--- config.mk ---
export PLATFORM = sky130hd
export DESIGN_NAME = fetch_queue
export DESIGN_NICKNAME = d
export VERILOG_FILES = /design/src/rtl/fetch_queue.sv
export SDC_FILE = /design/constraint.sdc
export NUM_CORES = 1
export LEC_CHECK = 0
export CAP_MARGIN = 25
export CORE_ASPECT_RATIO = 0.7
export CORE_UTILIZATION = 61
export CTS_BUF_LIST = sky130_fd_sc_hd__clkbuf_8
export DETAILED_ROUTE_END_ITERATION = 8
export DONT_BUFFER_PORTS = 1
export PLACE_DENSITY_LB_ADDON = 0.2
export SKIP_CTS_REPAIR_TIMING = 1
export SLEW_MARGIN = 20
export SYNTH_ARGS = -nofsm -noshare
export SYNTH_HDL_FRONTEND = slang
export SYNTH_SLANG_ARGS = --single-unit
--- constraint.sdc ---
create_clock -name clk -period 5.78 [get_ports clk]
set_input_delay 0.578 -clock clk [delete_from_list [all_inputs] [get_ports clk]]
set_output_delay 0.578 -clock clk [all_outputs]
set_load 0.02 [all_outputs]
--- src/rtl/fetch_queue.sv ---
// fetch_queue: dual-issue fetch front end and in-order
// instruction queue presenting up to two entries to decode.
module fetch_queue #(
  parameter int unsigned DEPTH    = 8,
  parameter logic [31:0] RESET_PC = 32'h0000_0000
) (
  input  logic        clk,
  input  logic        rst_n,
  input  logic        stop_fetch,
  input  logic        jump,
  input  logic [31:0] jump_addr,
  input  logic        fifo_rst,
  input  logic        fifo_stall,
  output logic [31:0] imem_addr,
  output logic        imem_req,
  input  logic [31:0] imem_rdata1,
  input  logic [31:0] imem_rdata2,
  output logic        fifo_full,
  output logic        valid1,
  output logic [31:0] pc1_out,
  output logic [31:0] instr1_out,
  output logic        valid2,
  output logic [31:0] pc2_out,
  output logic [31:0] instr2_out
);

  localparam int unsigned AW = $clog2(DEPTH);
  localparam int unsigned CW = AW + 1;

  logic [31:0]   r_pc;
  logic [AW-1:0] r_rd_ptr;
  logic [AW-1:0] r_wr_ptr;
  logic [CW-1:0] r_count;
  logic [31:0]   r_epc [DEPTH];
  logic [31:0]   r_ein [DEPTH];

  logic [CW-1:0] w_free;
  logic          w_full;
  logic          w_req;
  logic          w_pop_en;
  logic [1:0]    w_npush;
  logic [1:0]    w_npop;
  logic [AW-1:0] w_rd1;
  logic [AW-1:0] w_wr1;
  logic [31:0]   w_tgt;
  logic [31:0]   w_pc4;
  logic [31:0]   w_pc8;
  logic          w_v1;
  logic          w_v2;

  assign w_free   = CW'(DEPTH) - r_count;
  assign w_full   = w_free < CW'(2);
  assign w_req    = !stop_fetch && !w_full
                 && !jump && !fifo_rst;
  assign w_tgt    = jump_addr & 32'hFFFF_FFFC;
  assign w_pc4    = r_pc + 32'd4;
  assign w_pc8    = r_pc + 32'd8;
  // An odd-word pc only has the upper word of the pair left.
  assign w_npush  = !w_req   ? 2'd0
                  : r_pc[2]  ? 2'd1 : 2'd2;
  assign w_pop_en = !fifo_stall && !fifo_rst;
  assign w_npop   = !w_pop_en ? 2'd0
                  : (r_count >= CW'(2)) ? 2'd2
                  : r_count[1:0];
  assign w_rd1    = r_rd_ptr + AW'(1);
  assign w_wr1    = r_wr_ptr + AW'(1);

  // Entry storage; written only into free slots, so no reset needed.
  always_ff @(posedge clk) begin
    if (w_npush != 2'd0) begin
      r_epc[r_wr_ptr] <= r_pc;
      r_ein[r_wr_ptr] <= r_pc[2] ? imem_rdata2
                                 : imem_rdata1;
    end
    if (w_npush == 2'd2) begin
      r_epc[w_wr1] <= w_pc4;
      r_ein[w_wr1] <= imem_rdata2;
    end
  end

  // Fetch pc, pointers and occupancy; flush/redirect take priority.
  always_ff @(posedge clk or negedge rst_n) begin
    if (!rst_n) begin
      r_pc     <= RESET_PC;
      r_rd_ptr <= '0;
      r_wr_ptr <= '0;
      r_count  <= '0;
    end else begin
      if (jump)
        r_pc <= w_tgt;
      else if (w_req)
        r_pc <= r_pc[2] ? w_pc4 : w_pc8;
      if (fifo_rst) begin
        r_rd_ptr <= '0;
        r_wr_ptr <= '0;
        r_count  <= '0;
      end else begin
        r_rd_ptr <= r_rd_ptr + AW'(w_npop);
        r_wr_ptr <= r_wr_ptr + AW'(w_npush);
        r_count  <= r_count + CW'(w_npush)
                  - CW'(w_npop);
      end
    end
  end

  assign w_v1 = r_count != '0;
  assign w_v2 = r_count >= CW'(2);

  assign imem_addr  = {r_pc[31:3], 3'b000};
  assign imem_req   = w_req;
  assign fifo_full  = w_full;
  assign valid1     = w_v1;
  assign valid2     = w_v2;
  assign pc1_out    = w_v1 ? r_epc[r_rd_ptr] : '0;
  assign instr1_out = w_v1 ? r_ein[r_rd_ptr] : '0;
  assign pc2_out    = w_v2 ? r_epc[w_rd1] : '0;
  assign instr2_out = w_v2 ? r_ein[w_rd1] : '0;

endmodule

# Yosys cells after proc, flatten, opt, wreduce, memory -nomap -nowiden

Memories as Yosys holds them, arrays and structs flattened.
Index checks and enable logic that the tools add are counted.

Memories kept: 2
RAM bits: 512
Bits of input ports: 102
Output and inout bits: 164
Register bits after elaboration: 42
Word-level logic and storage cells: 49

Add/sub/neg operators: 9
Muxes and demuxes: 19
Equality and inequality tests: 1
Reductions and logical operators: 12
Order comparisons: 2

Memory list:

| memory | words | bits a word | read ports | clocked after Yosys merged registers in | write ports | line | source |
|---|---|---|---|---|---|---|---|
| r_ein  | 8     | 32          | 2          | 0                                       | 2           | 35   | `logic [31:0] r_ein [DEPTH];` |
| r_epc  | 8     | 32          | 2          | 0                                       | 2           | 34   | `logic [31:0] r_epc [DEPTH];` |

Operators with widths:

| cell                    | number |
|---|---|
| $mux W32                | 8 |
| $add A32 B3 Y32 const B | 1 |
| $add A32 B4 Y32 const B | 1 |
| $mux W2                 | 4 |
| $add A3 B1 Y3 const B   | 2 |
| $add A3 B2 Y3           | 2 |
| $mux W3                 | 2 |
| $logic_not A1 Y1        | 5 |
| $add A4 B2 Y4           | 1 |
| $ge A4 B2 Y1 const B    | 1 |
| $logic_and A1 B1 Y1     | 4 |
| $lt A4 B2 Y1 const B    | 1 |
| $mux W1                 | 4 |
| $mux W4                 | 1 |
| $reduce_bool A2 Y1      | 2 |
| $reduce_bool A4 Y1      | 1 |
| $sub A4 B2 Y4           | 1 |
| $sub A4 B4 Y4 const A   | 1 |
| $eq A2 B2 Y1 const B    | 1 |

# Logic depth before layout (Yosys ltp)

Gate-level depths: netlist of the first run.

Depth in word-level cells: 10
Depth in mapped cells: 15
Mapped depth without buffers: 14

# Worst setup path after synthesis of the first run

No wires, ideal clock.

Kind: reg2reg
From: register r_count[1]
To: memory r_ein[0][0], enable pin
Arrival: 4.448 ns
Cell stages (with the launch flop): 8
Setup time: 0.502 ns
Required time: 5.278 ns
Slack: 0.830 ns
Path through: dfrtp_1 -> inv_1 -> ha_1 -> nor2_1 -> nand4b_1 -> buf_2 -> nand2_2 -> a21oi_1

RTL lines:

| element                | line | source |
|---|---|---|
| start, declared        | 33   | `logic [CW-1:0] r_count;` |
| start signal, assigned | 100  | `r_count <= r_count + CW'(w_npush)` |
| end, declared          | 35   |  |

# Worst setup path in the final report of the first run

From: register r_rd_ptr[0]
To: output port pc2_out[26]

Longest elaborated chain between the ends: 3

Ends and longest elaborated chain:

| element                | line | source |
|---|---|---|
| start, declared        | 31   | `logic [AW-1:0] r_rd_ptr;` |
| start signal, assigned | 98   | `r_rd_ptr <= r_rd_ptr + AW'(w_npop);` |
| $add A3 B1 Y3          | 65   | `assign w_rd1 = r_rd_ptr + AW'(1);` |
| $mem_v2 Z8 W32         | n/a  |  |
| $mux W32               | 116  | `assign pc2_out = w_v2 ? r_epc[w_rd1] : '0;` |
| end, declared          | 23   | `output logic [31:0] pc2_out,` |

Every way passes these cells.

==> impl_summary.txt, run 1 <==
----------------------------------------------------
[Power]
  Share of power burned in the clock network ... 28.0%
  Switching power as a share of total power ... 36.4%
  Maximum vdd ir drop ... 315 uV
  Power density relative to cell area ... 331 nW/um^2
  Overall Power ... 10.7 mW
  Part of the total power dissipated in combinational logic ... 28.4%
  Reg power frac ... 43.6%
  Int Power ... 6.79 mW
  Net switching power of the design ... 3.88 mW
  Leakage power ... 10.4 nW

[CTS]
  Clock Pin Slew Worst Setup and Hold Paths ... 60 ps
  Clock insertion delay at the later pin of the skew report ... 690 ps
  H-tree depth reported by CTS ... 3
  TritonCTS clock tree ... done
  TritonCTS Buffers ... 84
  Maximum number of buffers from clock root to sink ... 3
  Cell at the root of the clock tree ... clkbuf_8
  Number of sinks handled by clock tree synthesis ... 536

[Route]
  Routed length on met1 ... 32.0 mm
  Total DRC errors in the routed layout ... 0
  Post-detailed-route wirelength per cell ... 27.4 um
  Total wire length ... 84.3 mm
  DR pass1 iterations ... 7
  Post-DR vias/cell ... 6.79
  Routed wire length on met2 ... 38.8 mm
  Met3 WL post-DR ... 10.8 mm
  Via Count ... 20,900
  Top metal layer carrying routed signals ... met5
  DRT iter0 DRCs ... 2,508
  Detail Route Antenna Nets ... 0

[Worst hold path]
  Hold WC Path Type ... primary input to register

[Floorplan]
  Die width ... 271 um
  Placement row count ... 68
  Core outline area ... 49,600 sq um
  Die Height ... 190 um
  Area of the die ... 51,600 sq um
  Effective utilization at floorplan ... 62.3%
  Count of pins on the block boundary ... 266

[Timing]
  Final Setup Violations ... 0
  Final critical-path required period ... 4630 ps
  Achievable clock frequency ... 216 MHz
  Slew at the pin closest to its max-slew limit ... 1060 ps
  Final cycle utilization of the critical path ... 80.1%
  Count of pins over their slew limit ... 0
  Final TNS setup ... 0 ps
  Setup repair after global routing missed its margin ... no
  Worst-case clock skew ... 25.7 ps
  Worst slew margin relative to its limit ... 29.6%
  Number of hold-slack violations in the final timing report ... 0

[Setup path]
  Termination of the worst setup path ... pc2_out[26]
  Endpoint of the worst register-to-register path ... r_count[3]$_DFF_PN0_
  Start point of the critical path ... r_rd_ptr[0]$_DFF_PN0_
  Critical Path Start Type ... register
  Element type at the critical path end ... primary output
  Largest fanout on the critical path ... 51
  R2r startpoint ... r_count[0]$_DFF_PN0_
  Type of the worst setup path ... register to primary output
  Slack of the worst reg-to-reg path ... 1540 ps
  Crit path required time ... 5200 ps
  Depth of the worst register-to-register path ... 14
  Data arrival time of the critical path ... 4050 ps

[Logic synthesis]
  Cell area after synthesis ... 30,900 sq um
  Top area cells in the synthesized netlist ... edfxtp_1 (48%), mux4_2 (18%), a21oi_1 (5.3%)
  Async set-reset flop share out of synthesis ... 7.46%
  Count of unique library cells instantiated by Yosys ... 56
  Post-synthesis mux area share ... 21.2%
  Number of synthesis warnings ... 0
  Synthesized-area fraction occupied by xor and xnor cells ... 3.69%
  Main flop type after synthesis ... edfxtp_1
  Seq cells post-synth ... 536
  Portion of the post-synthesis area used by sequential elements ... 51.5%
  Post-synth EDFFs ... 496
  Simple-gate share of the synthesized area ... 10.4%
  Instance count of the mapped netlist ... 2,590
  Library cell with the largest summed area after synthesis ... edfxtp_1
  Synth Area in Compound Gates ... 6.37%
  Main combinational cell family by area after synthesis ... multiplexers
  Mean post-synth cell area ... 11.9 sq um
  Area share of the largest cell type after synthesis ... 48.2%
  Adder and majority cell fraction of the synthesized area ... 0.867%

[Global routing]
  Total grt overflow ... 0
  First-pass GRT wire length ... 125 mm
  Largest net degree at the start of global routing ... 157
  Global router's overall resource usage ... 32.7%
  Via count of the first global-routing pass ... 20,600
  Antenna violations before repair ... 3

[Final layout]
  Final design instance area without fill ... 32,300 sq um
  Final-stage net count ... 2,463
  Layout cell share with drive strength beyond 1 ... 18.0%
  Area delta synth->final ... 4.48%

[Run status]
  Run status ... finished clean

[Place]
  Gpl congestion ... 0.911
  PortBufs ... 0
  HPWL after detailed placement ... 49.9 mm
  Instance area after placement ... 30,600 sq um

[Job]
  Maximum Capacitance Violations ... 0

----------------------------------------------------
## worst max-delay path, stage by stage (launching register included)
cell and delay [ps]:
dfrtp_4 970, ha_4 690, buf_4 620, mux4_2 310, nand2_1 60, a21oi_1 650
## power groups by stage
stage	clock network (mW)	registers [mW]	logic, mW
2_1_floorplan	0	4.56	2.46
3_3_place_gp	0	4.72	2.92
3_5_place_dp	0	4.73	2.97
4_1_cts	2.99	4.65	2.97
5_1_grt	3.14	4.67	3.20
6_report	2.98	4.66	3.03
## synthesized netlist by cell type (2+ instances only)
library cell  instances
xor2_1               55
clkbuf_1            219
and4b_1               2
fa_1                  4
nor4_1                8
and3_1                9
buf_1                23
nor2_1              401
o31ai_1               4
xnor2_1              75
inv_1                20
or4_1                 6
nand4_1              16
or3_1                 9
buf_4                45
nor2b_1               7
buf_2               101
dfrtp_1              40
o211ai_1              5
mux4_2              248
mux2i_1              95
edfxtp_1            496
o21ai_0              35
a31oi_1               7
nand3_1              31
ha_1                 15
and2_1                5
a21oi_1             326
nand2_1             239
nor3_1               18
## cell type report
class	count	area [sq um]
Fill cell	3626	17300
Sequential cell	536	15900
Multi-Input combinational cell	1648	13300
Clock buffer	85	1170
Tap cell	665	832
Timing Repair Buffer	50	601
Clock inverter	68	334
Inverter	22	82.6
Antenna cell	1	2.50
## how the worst min path moves through the flow
stage          startpoint              endpoint  slack, ps  cells after the start
2_1_floorplan       rst_n  r_count[0]$_DFF_PN0_        280                      0
3_3_place_gp        rst_n  r_pc[26]$_DFFE_PN0P_        280                      0
3_5_place_dp        rst_n  r_pc[26]$_DFFE_PN0P_        280                      0
4_1_cts             rst_n  r_pc[27]$_DFFE_PN0P_       -460                      0
5_1_grt              jump   r_pc[9]$_DFFE_PN0P_          3                      2
6_report             jump  r_pc[14]$_DFFE_PN0P_          6                      1
## logic make-up after synthesis
logic type                 Yosys count
DFF                                536
AOI/OAI and AO/OA                  383
muxes                              344
buffers and inverters              412
and+or+nand+nor                    765
other                                1
xor gates and xnor gates           130
adders and majority gates           19
## state kept, by name, indices dropped and copies added, names as in the netlist
register and cells:
r_ein 256, r_epc 240, r_pc 30, r_count 4, r_rd_ptr 3, r_wr_ptr 3
## cell usage in the layout (no fill, tap or decap), types with 16 or more instances in the layout
cell type,netlist,routed
clkbuf_8,0,85
nand2_1,239,239
dfrtp_1,40,36
nor2_1,401,398
xor2_1,55,54
a21oi_1,326,322
o21ai_0,35,35
inv_1,20,50
nand3_1,31,27
nand4_1,16,16
nor3_1,18,17
mux2i_1,95,95
edfxtp_1,496,496
buf_4,45,31
clkinv_1,1,24
xnor2_1,75,74
mux4_2,248,248
## metrics by stage
step	setup slack (ps)	util [%]	instances	hold slack, ps
5_1_grt	841	65.1	3075	3.29
3_5_place_dp	1610	61.7	2913	284
6_report	1150	65.1	3075	5.99
2_1_floorplan	830	-	2596	282
3_3_place_gp	1640	61.5	2908	284
4_1_cts	1060	64.8	3066	-456
## layer usage
layer / vias to the layer above / track usage (%)
met2: 1347 / 50.4
li1: 8888 / -
met5: - / 0
met4: 2 / 12.0
met1: 10400 / 45.7
met3: 188 / 8.17
(Power assumes the default switching activity.)
==> run 2: changes to the inputs <==
Clock period 5.78 ns to 4.7 ns, I/O delays scaled along.
==> run 2 against run 1 <==
  * The run now ends with hold timing left
  * Die area stayed put
  * Non-clock buffer count is 44 higher
  * Worst hold slack worse by 7.1 ps
  * Register-to-register slack got worse by 640 ps
  * Final area grew 1.7%
  * Clock power rose by 32%
  * Global-route usage fell by 0.21 points
  * Critical path depth is 1 lower
  * Sequential power is 21% higher
  * Setup slack got worse by 470 ps
  * Total power rose by 26%
  * Largest power group unchanged
==> impl_summary.txt, run 2 (same netlist as run 1, synthesis figures left out) <==
----------------------------------------------------
[Route]
  Via Count ... 21,100 (+0.92%)
  Total wire length ... 83.8 mm (-0.54%)
  Total DRC errors in the routed layout ... 0 (unchanged)
  DRT iter0 DRCs ... 2,680 (+6.9%)
  Detail Route Antenna Nets ... 0 (unchanged)
  Post-DR vias/cell ... 6.76 (-0.41%)
  Post-detailed-route wirelength per cell ... 26.9 um (-1.8%)
  DR pass1 iterations ... 6 (-1)

[Timing]
  Final cycle utilization of the critical path ... 85.6%
  Final-layout worst hold slack ... -1.11 ps (-7.10 ps)
  Final critical-path required period ... 4030 ps
  Setup repair after global routing missed its margin ... no
  Worst-case clock skew ... 20.5 ps (-5.21 ps)
  Post-route worst setup slack ... 675 ps (-475 ps)
  Number of hold-slack violations in the final timing report ... 1 (+1)
  Slew at the pin closest to its max-slew limit ... 1020 ps (-33.6 ps)
  Worst slew margin relative to its limit ... 31.7% (+2.1 points)
  Count of pins over their slew limit ... 0 (unchanged)
  Achievable clock frequency ... 248 MHz
  Final Setup Violations ... 0 (unchanged)

[Setup path]
  Depth of the worst register-to-register path ... 14 (unchanged)
  Slack of the worst reg-to-reg path ... 900 ps (-640 ps)
  Largest fanout on the critical path ... 31 (-39%)
  Data arrival time of the critical path ... 3560 ps (-490 ps)
  Endpoint of the worst register-to-register path ... r_count[3]$_DFF_PN0_
  Type of the worst setup path ... register to primary output
  R2r startpoint ... r_count[1]$_DFF_PN0_
  Critical Path Start Type ... register
  Termination of the worst setup path ... pc1_out[22]
  Crit path required time ... 4230 ps (-970 ps)
  Start point of the critical path ... r_rd_ptr[2]$_DFF_PN0_
  Element type at the critical path end ... primary output

[Worst hold path]
  Hold WC Path Type ... primary input to register
  Critical hold path startpoint ... jump

[Run status]
  Failing checks ... hold timing
  Run status ... finished, violations left

[Final layout]
  Number of fill cells ... 3,588 (-1.0%)
  Biggest register ... r_ein
  Most common cell after layout, fill and taps aside ... edfxtp_1
  Area of the multi-input gates ... 13,300 sq um (about the same)
  Final core utilization ... 66.2% (+1.1 points)
  Largest registers ... r_ein: 256 flops, r_epc: 240 flops, r_pc: 30 flops
  Layout cell share with drive strength beyond 1 ... 18.3% (+0.31 points)
  Final-stage net count ... 2,508 (+1.8%)
  Final design instance area without fill ... 32,800 sq um (+1.7%)
  FF+latch area ... 15,900 sq um (unchanged)
  Top library cells by usage in the layout, fill and taps aside ... edfxtp_1 (496), nor2_1 (398), a21oi_1 (322), mux4_2 (248), nand2_1 (239)
  Area delta synth->final ... 6.29%
  Largest register FFs ... 256 (unchanged)

[Place]
  Gpl congestion ... 0.874 (-4.1%)
  Pre-CTS worst setup slack ... 969 ps (-642 ps)
  PortBufs ... 0 (unchanged)
  HPWL after detailed placement ... 49.9 mm (about the same)
  Instance area after placement ... 30,800 sq um (+0.54%)

[CTS]
  TritonCTS clock tree ... done
  Cell at the root of the clock tree ... clkbuf_8
  Clock insertion delay at the later pin of the skew report ... 690 ps (about the same)
  Number of sinks handled by clock tree synthesis ... 536 (unchanged)
  Maximum number of buffers from clock root to sink ... 3 (unchanged)
  Clock Pin Slew Worst Setup and Hold Paths ... 60 ps (about the same)
  TritonCTS Buffers ... 85 (+1.2%)
  H-tree depth reported by CTS ... 3 (unchanged)

[Global routing]
  Via count of the first global-routing pass ... 20,200 (-1.7%)
  Antenna violations before repair ... 3 (unchanged)
  Met2 routing resource usage after global routing ... 50.4% (about the same)
  First-pass GRT wire length ... 124 mm (-0.94%)
  Global route hottest layer ... met2
  Total grt overflow ... 0 (unchanged)
  Global routing met3 resource utilization ... 8.10% (-0.076 points)
  Global router's overall resource usage ... 32.5% (-0.21 points)
  Largest net degree at the start of global routing ... 140 (-11%)
  Met1 routing resource usage after global routing ... 44.8% (-0.85 points)

[Floorplan]
  Effective utilization at floorplan ... 62.3% (unchanged)
  Count of pins on the block boundary ... 266 (unchanged)
  Die Height ... 190 um (unchanged)
  Placement row count ... 68 (unchanged)
  Die width ... 271 um (unchanged)
  Area of the die ... 51,600 sq um (unchanged)
  Core outline area ... 49,600 sq um (unchanged)

[Power]
  Maximum vdd ir drop ... 371 uV (+18%)
  Power density relative to cell area ... 410 nW/um^2 (+24%)
  Overall Power ... 13.5 mW (+26%)
  Leakage power ... 10.7 nW (+2.6%)

[Job]
  Maximum Capacitance Violations ... 0 (unchanged)

----------------------------------------------------
[run 2: stage by stage]
stage,instances,setup TNS (ps)
after floorplan,2596,-61960
after global placement,2926,0
after detailed placement,2929,0
after CTS,3079,0
after global routing,3116,0
final,3116,0
[run 2: worst min path at each step]
stage	depth (start not counted)	end
floorplan	0	r_count[0]$_DFF_PN0_
detailed placement	0	r_pc[26]$_DFFE_PN0P_
global placement	0	r_pc[26]$_DFFE_PN0P_
CTS	0	r_wr_ptr[1]$_DFF_PN0_
finish	2	r_pc[25]$_DFFE_PN0P_
global route	2	r_ein[4][5]$_DFFE_PP_
[run 2: report_power, final]
| group | internal [mW] | total, mW | switching, mW |
|---|---|---|---|
| Clock | 2.04 | 3.93 | 1.89 |
| Combinational | 1.20 | 3.86 | 2.66 |
| Sequential | 5.45 | 5.66 | 0.215 |
| Total | 8.69 | 13.5 | 4.76 |
[run 2: critical path: stages, from the launching register on]
cell	delay, ps
dfrtp_4	560
buf_4	580
buf_4	730
mux2i_1	730
nor2_1	260
[run 2: layout make-up]
| type | instances | area share [%] |
|---|---|---|
| Multi-Input combinational cell | 1648 | 40.6 |
| Inverter | 22 | 0.252 |
| Clock inverter | 63 | 1.27 |
| Timing Repair Buffer | 94 | 3.22 |
| Tap cell | 665 | 2.53 |
| Clock buffer | 87 | 3.65 |
| Sequential cell | 536 | 48.5 |
| Antenna cell | 1 | 0.00762 |
[run 2: routing by layer]
layer,part of all wire (%),up-vias
li1,-,8994
met1,38,10500
met2,47,1408
met3,13,184
met4,3.1,2
met5,0.021,-
